### config.mk
export PLATFORM = sky130hd
export DESIGN_NAME = uart_rx
export DESIGN_NICKNAME = d
export VERILOG_FILES = /design/src/rtl/uart_pkg.sv /design/src/rtl/sync_2ff.sv /design/src/rtl/uart_rx.sv
export SDC_FILE = /design/constraint.sdc
export NUM_CORES = 1
export LEC_CHECK = 0
export BUFFER_PORTS_ARGS = -buffer_cell sky130_fd_sc_hd__buf_2
export CORE_ASPECT_RATIO = 0.5
export CORE_MARGIN = 2
export CORE_UTILIZATION = 55
export DETAILED_ROUTE_END_ITERATION = 8
export PLACE_DENSITY = 0.75
export SKIP_CTS_REPAIR_TIMING = 1
export SLEW_MARGIN = 20
export SYNTH_ARGS = -nofsm -noshare
export SYNTH_HDL_FRONTEND = slang
export SYNTH_HIERARCHICAL = 1
export SYNTH_SLANG_ARGS = --single-unit
### constraint.sdc
create_clock -name clk -period 2.4 [get_ports clk]
set_input_delay 0.24 -clock clk [delete_from_list [all_inputs] [get_ports clk]]
set_output_delay 0.24 -clock clk [all_outputs]
set_load 0.03 [all_outputs]
### src/rtl/uart_pkg.sv
// Shared UART definitions: oversampling constants, frame defaults and receiver FSM states.
// Also imported by the matching transmitter.
package uart_pkg;

  localparam int unsigned OS_RATE         = 16;
  localparam int unsigned MID_TICK        = OS_RATE / 2 - 1;
  localparam int unsigned DBIT_DEFAULT    = 8;
  localparam int unsigned SB_TICK_DEFAULT = 16;

  // Tick counter width; covers stop periods of up to 32 ticks.
  localparam int unsigned SCNT_W = 5;

  typedef enum logic [1:0] {
    StIdle,
    StStart,
    StData,
    StStop
  } uart_rx_state_t;

endpackage

### src/rtl/sync_2ff.sv
// Two-flop synchronizer for a single asynchronous input.
// The reset value is a parameter so that idle-high lines do not fake an edge out of reset.
module sync_2ff #(
  parameter logic ResetVal = 1'b1
) (
  input  logic clk_i,
  input  logic rst_ni,
  input  logic d_i,
  output logic q_o
);

  logic meta_q;

  always_ff @(posedge clk_i or negedge rst_ni) begin
    if (!rst_ni) begin
      meta_q <= ResetVal;
      q_o    <= ResetVal;
    end else begin
      meta_q <= d_i;
      q_o    <= meta_q;
    end
  end

endmodule

### src/rtl/uart_rx.sv
// UART receiver with 16x oversampling: start bit, DBIT data bits LSB first, SB_TICK stop ticks.
// Emits a one-cycle rx_done_tick along with the received word and its stop-bit status.
module uart_rx
  import uart_pkg::*;
#(
  parameter int unsigned DBIT    = DBIT_DEFAULT,
  parameter int unsigned SB_TICK = SB_TICK_DEFAULT
) (
  input  logic            clk,
  input  logic            rst_n,
  input  logic            s_tick,
  input  logic            rx,
  output logic [DBIT-1:0] dout,
  output logic            rx_done_tick,
  output logic            frame_err,
  output logic            rx_busy
);

  localparam int unsigned NW = $clog2(DBIT);

  localparam logic [SCNT_W-1:0] MidCnt   = SCNT_W'(MID_TICK);
  localparam logic [SCNT_W-1:0] BitEnd   = SCNT_W'(OS_RATE - 1);
  localparam logic [SCNT_W-1:0] StopEnd  = SCNT_W'(SB_TICK - 1);
  localparam logic [NW-1:0]     LastBit  = NW'(DBIT - 1);

  logic rx_s;

  uart_rx_state_t    state_q;
  logic [SCNT_W-1:0] s_cnt_q;
  logic [NW-1:0]     n_cnt_q;
  logic [DBIT-1:0]   b_q;
  logic              stop_bad_q;
  logic [DBIT-1:0]   dout_q;
  logic              done_q;
  logic              frame_err_q;

  sync_2ff #(
    .ResetVal (1'b1)
  ) u_rx_sync (
    .clk_i  (clk),
    .rst_ni (rst_n),
    .d_i    (rx),
    .q_o    (rx_s)
  );

  always_ff @(posedge clk or negedge rst_n) begin
    if (!rst_n) begin
      state_q     <= StIdle;
      s_cnt_q     <= '0;
      n_cnt_q     <= '0;
      b_q         <= '0;
      stop_bad_q  <= 1'b0;
      dout_q      <= '0;
      done_q      <= 1'b0;
      frame_err_q <= 1'b0;
    end else begin
      done_q <= 1'b0;
      unique case (state_q)
        StIdle: begin
          // Start edge is taken on any clock, not only on s_tick.
          if (!rx_s) begin
            state_q <= StStart;
            s_cnt_q <= '0;
          end
        end
        StStart: begin
          if (s_tick) begin
            if (s_cnt_q == MidCnt) begin
              if (!rx_s) begin
                state_q <= StData;
                s_cnt_q <= '0;
                n_cnt_q <= '0;
              end else begin
                state_q <= StIdle;
              end
            end else begin
              s_cnt_q <= s_cnt_q + 1'b1;
            end
          end
        end
        StData: begin
          if (s_tick) begin
            if (s_cnt_q == BitEnd) begin
              s_cnt_q <= '0;
              b_q     <= {rx_s, b_q[DBIT-1:1]};
              if (n_cnt_q == LastBit) begin
                state_q <= StStop;
              end else begin
                n_cnt_q <= n_cnt_q + 1'b1;
              end
            end else begin
              s_cnt_q <= s_cnt_q + 1'b1;
            end
          end
        end
        StStop: begin
          if (s_tick) begin
            if (s_cnt_q == BitEnd) begin
              stop_bad_q <= ~rx_s;
            end
            if (s_cnt_q == StopEnd) begin
              state_q <= StIdle;
              s_cnt_q <= '0;
              dout_q  <= b_q;
              done_q  <= 1'b1;
              // With a single stop bit the mid-stop sample lands on this same tick.
              frame_err_q <= (s_cnt_q == BitEnd) ? ~rx_s : stop_bad_q;
            end else begin
              s_cnt_q <= s_cnt_q + 1'b1;
            end
          end
        end
        default: state_q <= StIdle;
      endcase
    end
  end

  assign dout         = dout_q;
  assign rx_done_tick = done_q;
  assign frame_err    = frame_err_q;
  assign rx_busy      = (state_q != StIdle);

endmodule
-- After elaboration in Yosys (flattened, before gate mapping)
Cells that the tools add are included.
- order comparisons: 0
- add/subtract/negate cells: 2
- shift operators: 0
- bitwise operators: 1
- reduce and logical (&&, ||, !) cells: 9
- multiply operators: 0
- div/mod/pow operators: 0
- muxes and demuxes: 26
- equal/unequal tests: 17
- operators with widths (operator ; number):
    two-way mux 5 bit ; 5
    inequality test 2 bit, second input constant ; 10
    two-way mux 2 bit ; 9
    two-way mux 3 bit ; 6
    case mux 5 bit (3 select lines) ; 1
    case mux 2 bit (4 select lines) ; 1
    AND reduction 8 bit ; 1
    AND reduction 7 bit ; 1
    case mux 3 bit (2 select lines) ; 1
    AND reduction 3 bit ; 2
    adder 5 x 1 -> 5 bit, second input constant ; 1
    == test 5 x 3 -> 1 bit, second input constant ; 1
    == test 5 x 4 -> 1 bit, second input constant ; 1
    == test 2 bit, second input constant ; 2
    nonzero test 2 bit ; 2
    adder 3 x 1 -> 3 bit, second input constant ; 1
    == test 3 bit, second input constant ; 1
    two-way mux 1 bit ; 3
    == test 2 x 1 -> 1 bit, second input constant ; 1
    logical NOT 2 bit ; 1
    inequality test 2 x 1 -> 1 bit, second input constant ; 1
    AND reduction 2 bit ; 1
    OR reduction 2 bit ; 1
    NOT 1 bit ; 1
- RAM bits: 0
- memories kept: 0
- output and inout bits: 11
- flip-flop bits (word level): 30
- bits in read-only memories: 0
- bits in latches: 0
- logic and storage cells: 64

-- Depth between registers and ports, before layout
Gate-level depths: netlist of the first run.
- word-level depth: 5
- depth in mapped cells: 9

-- Cells and area by module
Netlist of the first run, hierarchy kept.
- by module, submodules not included (module ; instances ; seq. area each (um2) ; area each (um2) ; cells an instance):
    uart_rx ; 1 ; 700.7 ; 1392.6 ; 114
    sync_2ff ; 1 ; 52.6 ; 52.6 ; 2

-- Worst setup path before layout of the first run
No wires, ideal clock.
- path type: reg2reg
- start point: register s_cnt_q[0]
- end point: register dout_q[1], in the netlist dout[1]
- period minus slack after synthesis: 1.882 ns
- arrival: 1.757 ns
- setup time: 0.125 ns
- stages on the path, launching flop included: 9
- path slack: 0.518 ns
- cells stage by stage: dfrtp_1 ha_1 nand3_1 inv_1 ha_1 and3_1 nand2_1 buf_6 mux2_4
- cells in the longest elaborated chain, start to end: 2
- ends and longest elaborated chain (what ; line ; source):
    from (decl) ; uart_rx.sv:29 ; logic [SCNT_W-1:0] s_cnt_q;
    from (signal assigned) ; uart_rx.sv:77 ; s_cnt_q <= s_cnt_q + 1'b1;
    from (signal assigned) ; uart_rx.sv:92 ; s_cnt_q <= s_cnt_q + 1'b1;
    from (signal assigned) ; uart_rx.sv:109 ; s_cnt_q <= s_cnt_q + 1'b1;
    == test 5 x 4 -> 1 bit ; uart_rx.sv:101 ; if (s_cnt_q == StopEnd) begin
    AND reduction 3 bit (no source line) ; - ;
    to (signal assigned) ; uart_rx.sv:104 ; dout_q <= b_q;
    to (decl) ; uart_rx.sv:33 ; logic [DBIT-1:0] dout_q;
No other way between the ends.
A chain may end at the register's enable or synchronous reset.

-- Worst setup path after layout of the first run
- start point: register s_cnt_q[0]
- end point: register dout_q[0], in the netlist dout[0]
The elaborated chain is that of the path after synthesis.

==> results of run 1 <==
routing by layer:
metal | track usage | wire (um)
met4 | 0.0818 | 27
met2 | 0.292 | 1120
met5 | 0 | 0
met1 | 0.228 | 1250
met3 | 0.0541 | 92
how the worst max path moves through the flow:
stage / startpoint / end / slack, ps / cells after the start
finish: s_cnt_q[0] / dout[0] / 290 / 8
floorplan: s_cnt_q[0] / dout[1] / 520 / 8
CTS: s_cnt_q[0] / dout[0] / 300 / 8
global route: s_cnt_q[0] / dout[6] / 170 / 8
detailed placement: s_cnt_q[0] / dout[0] / 320 / 8
global placement: s_cnt_q[0] / dout[0] / 380 / 8
registers in the layout, summed over array words and instances, names as in the netlist, named ones only:
register	cells
state_q	1
u_rx_sync/q_o	1
frame_err	1
s_cnt_q	5
dout	8
u_rx_sync/meta_q	1
b_q	8
rx_done_tick	1
n_cnt_q	3
cells in the mapped netlist (5+ instances only):
cell     instances  area share
inv_1            9       0.023
nand2_1          5       0.013
mux2_4           8       0.083
mux2_2           9       0.070
o21ai_0          5       0.017
nand3_1          5       0.017
nor2_1           6       0.016
dfrtp_1         28        0.48
ha_1             5       0.043
worst max-delay path, stage by stage, from the launching register on:
cell	delay (ps)
dfrtp_1	430
ha_1	260
nand3_1	120
inv_1	60
ha_1	270
and3_1	210
nand2_1	60
buf_4	210
mux2_2	350
cells by family (layout without fill, tap and decap cells):
family | after synthesis | after routing | synth area share
AOI/OAI and AO/OA | 22 | 22 | 0.115
adders and majority gates | 5 | 5 | 0.0433
buffers and inverters | 12 | 32 | 0.0381
DFF | 30 | 30 | 0.521
muxes | 19 | 19 | 0.167
and+or+nand+nor | 28 | 28 | 0.115
through the flow:
step           hold WS [ps]  utilization  cells  setup WS (ps)  power (mW)
2_1_floorplan         -55.6            -    116            518       0.798
3_3_place_gp            303        0.610    165            381       0.851
3_5_place_dp            304        0.610    165            315       0.859
4_1_cts                3.20        0.643    173            300        1.25
5_1_grt                37.2        0.643    173            168        1.32
6_report              -23.8        0.643    173            293        1.25
power breakdown:
part / internal (mW) / total [mW] / switching [mW]
sequential: 0.565 / 0.629 / 0.0639
combinational: 0.106 / 0.225 / 0.119
clock: 0.201 / 0.396 / 0.196
final cells by class:
class | count | share of cell area
timing repair buffer | 15 | 0.0476
sequential | 30 | 0.462
clock buffer | 6 | 0.0445
inverter | 9 | 0.0207
multi-input combinational | 74 | 0.391
tap | 37 | 0.0284
clock inverter | 2 | 0.00614
==> impl_metrics.json, run 1 <==
{
  "outcome": "finished, violations left",
  "violations": "hold timing",
  "drive_gt1_frac": 0.353,
  "ys_ff_latch": 30,
  "syn-cell-area_mm2": 0.00145,
  "hold_viol": 28,
  "hpwl_mm": 1.67,
  "wl_per_cell_um": 14.4,
  "finalNetCount": 144,
  "drt_iter0_markers": 37,
  "setup_viol": 0,
  "reg2reg_from": "s_cnt_q[0]",
  "grt_max_degree": 31,
  "row_count": 13,
  "arrival_ps": 2270,
  "clkLatencyLatePin_ps": 280,
  "relSlewSlack": 0.573,
  "r2r-end": "dout[0]",
  "synth_cell_types": 34,
  "cts_tree": "yes",
  "drc": 0,
  "syn_inst": 116,
  "die_h_um": 40.2,
  "critPathRequiredTime_ps": 2570,
  "wl_mm": 2.49,
  "placed_cell_area_mm2": 0.00155,
  "worst-slew-pin-transition_ps": 641,
  "grt_pass1_vias": 831,
  "whs_ps": -23.8,
  "regArea_um2": 753,
  "max_freq_mhz": 475,
  "pin_count": 15,
  "mostFrequentLayoutCells": "dfrtp_1 (28), buf_2 (14), inv_1 (9), mux2_2 (9), mux2_4 (8)",
  "async_reset_ff_frac": 1.00,
  "period_minus_slack_ps": 2110,
  "clock_sinks": 30,
  "grt_pass1_wl_mm": 3.93,
  "diodes": 0,
  "synth_edf_count": 0,
  "worstSetupPathType": "register to register",
  "slew_violations": 0,
  "cts_root_buffer": "clkbuf_8",
  "io_buffer_count": 14,
  "leakage_nw": 0.839,
  "rrSetupSlack_ps": 290,
  "yosysSeqAreaShare": 0.521,
  "vias": 941,
  "power.density_mw_per_mm2": 767,
  "syn_nets": 125,
  "initial_core_util": 0.570,
  "first_pass_iters": 4,
  "cts_buffer_depth": 2,
  "area_delta_synth_final_pct": 12.8,
  "cts-htree-levels": 2,
  "via_per_inst": 5.44,
  "antenna_found_initial": 0,
  "cts-buffers-inserted": 5,
  "ant_nets": 0,
  "startpoint_type": "register",
  "num-fill-cells": 203,
  "cp_max_fo": 11,
  "final_common_cell": "dfrtp_1",
  "fin_crit_sh": 0.878,
  "die-area_mm2": 0.00308,
  "synth_ff_type": "dfrtp_1",
  "die_x_um": 76.5,
  "endpoint_kind": "register",
  "finalInstanceArea_mm2": 0.00163,
  "fin_tns_setup_ps": 0,
  "fin_skew_ps": 3.93,
  "multiInputGateArea_um2": 637,
  "coreArea_mm2": 0.00254,
  "synth.avg_cell_area_um2": 12.5,
  "hold_class": "input port to async pin",
  "place_congestion": 0.837,
  "rsz0062_at_grt": "no",
  "clkSlewWorstSetupHoldPaths_ps": 70,
  "ir_drop_mv": 0.334,
  "rr_worst_depth": 8,
  "grt_use_total": 0.178,
  "maxCapViolCount": 0,
  "yosysWarnings": 6,
  "globalRouteOverflowTotal": 0
}
Power figures use the tool's default switching activity.
==> run 2: changes to the inputs <==
--- a/config.mk
+++ b/config.mk
@@ -5,6 +5,7 @@
 export SDC_FILE = /design/constraint.sdc
 export NUM_CORES = 1
 export LEC_CHECK = 0
+export ABC_AREA = 1
 export BUFFER_PORTS_ARGS = -buffer_cell sky130_fd_sc_hd__buf_2
 export CORE_ASPECT_RATIO = 0.5
 export CORE_MARGIN = 2
==> constraint.sdc (replaced) <==
create_clock -name clk -period 2.4 [get_ports clk]
set_input_delay 0.48 -clock clk [delete_from_list [all_inputs] [get_ports clk]]
set_output_delay 0.48 -clock clk [all_outputs]
set_load 0.03 [all_outputs]
==> run 2 against run 1 <==
- the flow now finishes without violations
- final cell count grew 31%
- sequential share of layout area shrank 3.7 points
- register-to-register slack gained 150 ps
- synthesized area grew 11%
- critical endpoint is now dout[5]
- highest routed layer unchanged
==> impl_metrics.json, run 2 <==
{
  "antenna_found_initial": 0,
  "final-instance-count-excl-fill": 227,
  "die-area_mm2": 0.00339,
  "synth_edf_count": 0,
  "grt_max_degree": 31,
  "hold_viol": 0,
  "synth_top_area_frac": 0.438,
  "dp_slack_ps": 471,
  "clkSlewWorstSetupHoldPaths_ps": 60,
  "hold_class": "input port to async pin",
  "dp.cells": 219,
  "yosysMostFrequentCell": "nand2_1",
  "clkLatencyLatePin_ps": 280,
  "synth.avg_cell_area_um2": 9.42,
  "relSlewSlack": 0.556,
  "grt_use_total": 0.201,
  "globalRouteOverflowTotal": 0,
  "syn-cell-area_mm2": 0.00160,
  "fin_skew_ps": 4.18,
  "synth_cell_types": 26,
  "place_congestion": 0.897,
  "drive_gt1_frac": 0.316,
  "endpoint_kind": "register",
  "io_buffer_count": 14,
  "cts_buffer_depth": 2,
  "grt_pass1_vias": 1053,
  "slew_violations": 0,
  "grt_pass1_wl_mm": 4.99,
  "synth_area_leaders": "dfrtp_1 (44%), nand2_1 (9.4%), ha_1 (3.9%)",
  "syn_nets": 179,
  "vias": 1172,
  "cts_tree": "yes",
  "die_x_um": 80.3,
  "outcome": "complete, no violations",
  "slowest_stage": "dfrtp_1",
  "regArea_um2": 753,
  "cp_top_family": "simple AND/OR/NAND/NOR gates",
  "fin_crit_sh": 0.815,
  "ir_drop_mv": 0.523,
  "cp_max_fo": 15,
  "drt_iter0_markers": 61,
  "netlist.top_cell.by_area": "dfrtp_1",
  "critPathMaxStageDelay_ps": 450,
  "synthTopCellsByCount": "nand2_1 (40), dfrtp_1 (28), nor2_1 (16), inv_1 (12), nand3_1 (12)",
  "mostFrequentLayoutCells": "nand2_1 (40), dfrtp_1 (28), nor2_1 (16)",
  "wl_mm": 2.90,
  "max_freq_mhz": 512,
  "setup_viol": 0,
  "final_common_cell": "nand2_1",
  "worst-slew-pin-transition_ps": 665,
  "ys_ff_latch": 30,
  "worstSetupPathType": "register to register",
  "die_h_um": 42.2,
  "syn_inst": 170,
  "yosysSeqAreaShare": 0.470,
  "hpwl_mm": 2.11,
  "wl_per_cell_um": 12.8,
  "drc": 0,
  "synthXorXnorAreaFrac": 0,
  "coreArea_mm2": 0.00268,
  "path_cells": "ha_1, nand2_1, nor2_1, ha_1, nand2_1, nor2_8, mux2_2",
  "area_delta_synth_final_pct": 10.8,
  "critPathRequiredTime_ps": 2570,
  "arrival_ps": 2120,
  "synth_ff_type": "dfrtp_1",
  "num-fill-cells": 223,
  "synth_compound_area_frac": 0.0859,
  "critPathBufInv": 0,
  "via_per_inst": 5.16,
  "pin_count": 15,
  "synth-simple-area-share": 0.307,
  "whs_ps": 231,
  "ant_nets": 0,
  "cts_root_buffer": "clkbuf_8",
  "multiInputGateArea_um2": 737,
  "initial_core_util": 0.597,
  "period_minus_slack_ps": 1950,
  "fin_tns_setup_ps": 0,
  "async_reset_ff_frac": 1.00,
  "diodes": 0,
  "first_pass_iters": 6,
  "synth_top_family_by_area": "simple AND/OR/NAND/NOR gates",
  "finalNetCount": 198,
  "rsz0062_at_grt": "no",
  "row_count": 13,
  "yosysWarnings": 6,
  "setup_slack_ps": 445,
  "startpoint_type": "register",
  "cts-htree-levels": 2,
  "clock_sinks": 30,
  "synth_fa_ha_area_frac": 0.0391,
  "cts-buffers-inserted": 5,
  "leakage_nw": 0.956,
  "power.density_mw_per_mm2": 930,
  "maxCapViolCount": 0,
  "yosys-mux-area-fraction": 0.0281
}
## run 2: cell count changes in the layout (fill, tap and decap cells not counted), moves of 8 or more
cell and change:
nand2_1 +35, nor2_1 +10, mux2_4 -8, o21ai_1 +8
## run 2: layer usage
layer,up-vias,share of wire,global-route usage
met1,551,0.48,0.278
met4,0,0.010,0.0610
li1,581,-,-
met5,-,0,0
met3,5,0.062,0.0711
met2,35,0.45,0.297
## run 2: power breakdown
group          internal (mW)  switching (mW)
Sequential             0.561          0.0942
Combinational          0.204           0.410
Clock                  0.200           0.181
## run 2: path summary, 6_finish.rpt
| kind | cells past startpoint | start | slack, ps | endpoint |
|---|---|---|---|---|
| setup / recovery | 7 | s_cnt_q[0] | 450 | dout[5] |
| hold / removal | 1 | rst_n | 230 | dout[4] |
| setup reg to reg | 7 | s_cnt_q[0] | 450 | dout[5] |
| hold reg to reg | 0 | u_rx_sync/meta_q | 360 | u_rx_sync/q_o |
| max in group asynchronous | 1 | rst_n | 1740 | s_cnt_q[1] |
| min in group clk | 1 | rx | 300 | u_rx_sync/meta_q |
## run 2: per-stage QoR
stage,cell area (um2),total power [mW],util
finish,1770,1.65,0.661
global route,1770,1.75,0.661
CTS,1770,1.66,0.661
detailed placement,1690,1.27,0.630
global placement,1690,1.26,0.630
floorplan,1600,1.16,-
## run 2: kinds of logic after synthesis
logic type	Yosys count
AND/OR/NAND/NOR	90
adder cells (fa/ha/maj)	5
multiplexers	4
buffers and inverters	21
AO/OA/AOI/OAI	20
flip-flops	30
## run 2: cell type report
type | count | area share
flip-flops and latches | 30 | 0.425
multi-input cells | 119 | 0.415
repair buffers | 15 | 0.0437
inverters | 18 | 0.0437
clock buffers | 6 | 0.0409
well taps | 37 | 0.0261
clock inverters | 2 | 0.00564
==> run 3: changes to the inputs <==
--- a/config.mk
+++ b/config.mk
@@ -9,9 +9,9 @@
 export BUFFER_PORTS_ARGS = -buffer_cell sky130_fd_sc_hd__buf_2
 export CORE_ASPECT_RATIO = 0.5
 export CORE_MARGIN = 2
-export CORE_UTILIZATION = 55
+export CORE_UTILIZATION = 52
 export DETAILED_ROUTE_END_ITERATION = 8
-export PLACE_DENSITY = 0.75
+export PLACE_DENSITY = 0.74
 export SKIP_CTS_REPAIR_TIMING = 1
 export SLEW_MARGIN = 20
 export SYNTH_ARGS = -nofsm -noshare
==> constraint.sdc (replaced) <==
create_clock -name clk -period 1.7 [get_ports clk]
set_input_delay 0.34 -clock clk [delete_from_list [all_inputs] [get_ports clk]]
set_output_delay 0.34 -clock clk [all_outputs]
set_load 0.03 [all_outputs]
==> run 3 against run 2 <==
- global-route usage up 0.19 points
- sequential cell count unchanged
- sequential share of layout area down 3.0 points
- non-clock buffer count up 6
- largest power group is now combinational cells
==> impl_metrics.json, run 3 (synthesis gave the netlist of run 2 again) <==
{
  "cts_buffer_depth": 2,
  "mostFrequentLayoutCells": "nand2_1 (38), dfrtp_1 (28), nor2_1 (15)",
  "cts-buffers-inserted": 5,
  "row_count": 14,
  "slowest_stage": "dfrtp_1",
  "worst-slew-pin-transition_ps": 654,
  "hold_class": "input port to async pin",
  "first_pass_iters": 4,
  "grt_max_degree": 31,
  "drive_gt1_frac": 0.372,
  "io_buffer_count": 14,
  "hpwl_mm": 2.19,
  "max_freq_mhz": 614,
  "critPathMaxStageDelay_ps": 540,
  "fin_crit_sh": 0.957,
  "final_common_cell": "nand2_1",
  "period_minus_slack_ps": 1630,
  "finalInstanceArea_mm2": 0.00191,
  "outcome": "complete, no violations",
  "startpoint_type": "register",
  "area_delta_synth_final_pct": 19.1,
  "cp_top_family": "flip-flops",
  "clkSlewWorstSetupHoldPaths_ps": 70,
  "wl_per_cell_um": 13.0,
  "clkLatencyLatePin_ps": 290,
  "path_cells": "inv_2, nand2_4, buf_2",
  "rsz0062_at_grt": "no",
  "clock_sinks": 30,
  "num-fill-cells": 247,
  "place_congestion": 0.846,
  "vias": 1188,
  "wl_mm": 3.07,
  "whs_ps": 77.5,
  "ant_nets": 0,
  "placed_cell_area_mm2": 0.00178,
  "relSlewSlack": 0.564,
  "drt_iter0_markers": 53,
  "cts_tree": "yes",
  "initial_core_util": 0.541,
  "power.density_mw_per_mm2": 1310,
  "leakage_nw": 1.01,
  "endpoint_kind": "output port",
  "die_x_um": 82.5,
  "pin_count": 15,
  "globalRouteOverflowTotal": 0,
  "hold_viol": 0,
  "drc": 0,
  "slew_violations": 0,
  "coreArea_mm2": 0.00296,
  "antenna_found_initial": 0,
  "critPathBufInv": 2,
  "fin_skew_ps": 4.92,
  "cts-htree-levels": 2,
  "grt_use_total": 0.203,
  "cp_max_fo": 6,
  "worstSetupPathType": "register to output port",
  "die-area_mm2": 0.00357,
  "die_h_um": 43.2,
  "maxCapViolCount": 0,
  "via_per_inst": 5.03,
  "rrSetupSlack_ps": 80,
  "finalNetCount": 204,
  "setup_viol": 0,
  "diodes": 0,
  "ir_drop_mv": 0.680,
  "critPathRequiredTime_ps": 1360,
  "grt_pass1_vias": 1149,
  "grt_pass1_wl_mm": 5.18,
  "arrival_ps": 1290,
  "cts_root_buffer": "clkbuf_8"
}
## run 3: changes by cell type in the layout (fill, tap and decap cells not counted), sizes merged
cell      previous run  this run
buf                 15        21
clkinv               2         1
clkinvlp             0         1
## run 3: cell type report
| type | instances | area [um2] | share of cell area |
|---|---|---|---|
| clock buffers | 6 | 82.6 | 0.0433 |
| repair buffers | 21 | 126 | 0.0663 |
| well taps | 40 | 50.0 | 0.0262 |
| flip-flops and latches | 30 | 753 | 0.395 |
| inverters | 18 | 77.6 | 0.0407 |
| multi-input cells | 119 | 805 | 0.422 |
| clock inverters | 2 | 12.5 | 0.00656 |
## run 3: metal layers
metal  track usage  share of wire  vias up
met4        0.0800          0.014        0
met5             0              0        -
met1         0.252           0.47      573
met2         0.323           0.47       18
li1              -              -      590
met3        0.0702          0.042        7
## run 3: through the flow
stage | power [mW] | worst slack (ps) | utilization | cells | setup TNS, ps
finish | 2.50 | 72.5 | 0.644 | 236 | 0
global route | 2.66 | 2.45 | 0.644 | 236 | 0
CTS | 2.48 | -41.3 | 0.632 | 235 | -265
detailed placement | 1.86 | -27.3 | 0.600 | 227 | -119
global placement | 1.82 | 45.6 | 0.600 | 227 | 0
floorplan | 1.65 | 1.18 | - | 170 | 0
## run 3: final timing paths
| kind | startpoint | endpoint | cells past startpoint |
|---|---|---|---|
| max reg2reg | s_cnt_q[0] | dout[0] | 7 |
| max in group asynchronous | rst_n | n_cnt_q[1] | 1 |
| min in group clk | rx | u_rx_sync/meta_q | 1 |
| max | register | rx_busy | 3 |
| min reg2reg | u_rx_sync/meta_q | u_rx_sync/q_o | 0 |
| min | rst_n | s_cnt_q[2] | 1 |
## run 3: report_power, final
| part | switching, mW | internal, mW | leakage, nW |
|---|---|---|---|
| sequential | 0.109 | 0.792 | 0.390 |
| combinational | 0.648 | 0.344 | 0.577 |
| clock | 0.287 | 0.325 | 0.0472 |
| total | 1.04 | 1.46 | 1.01 |
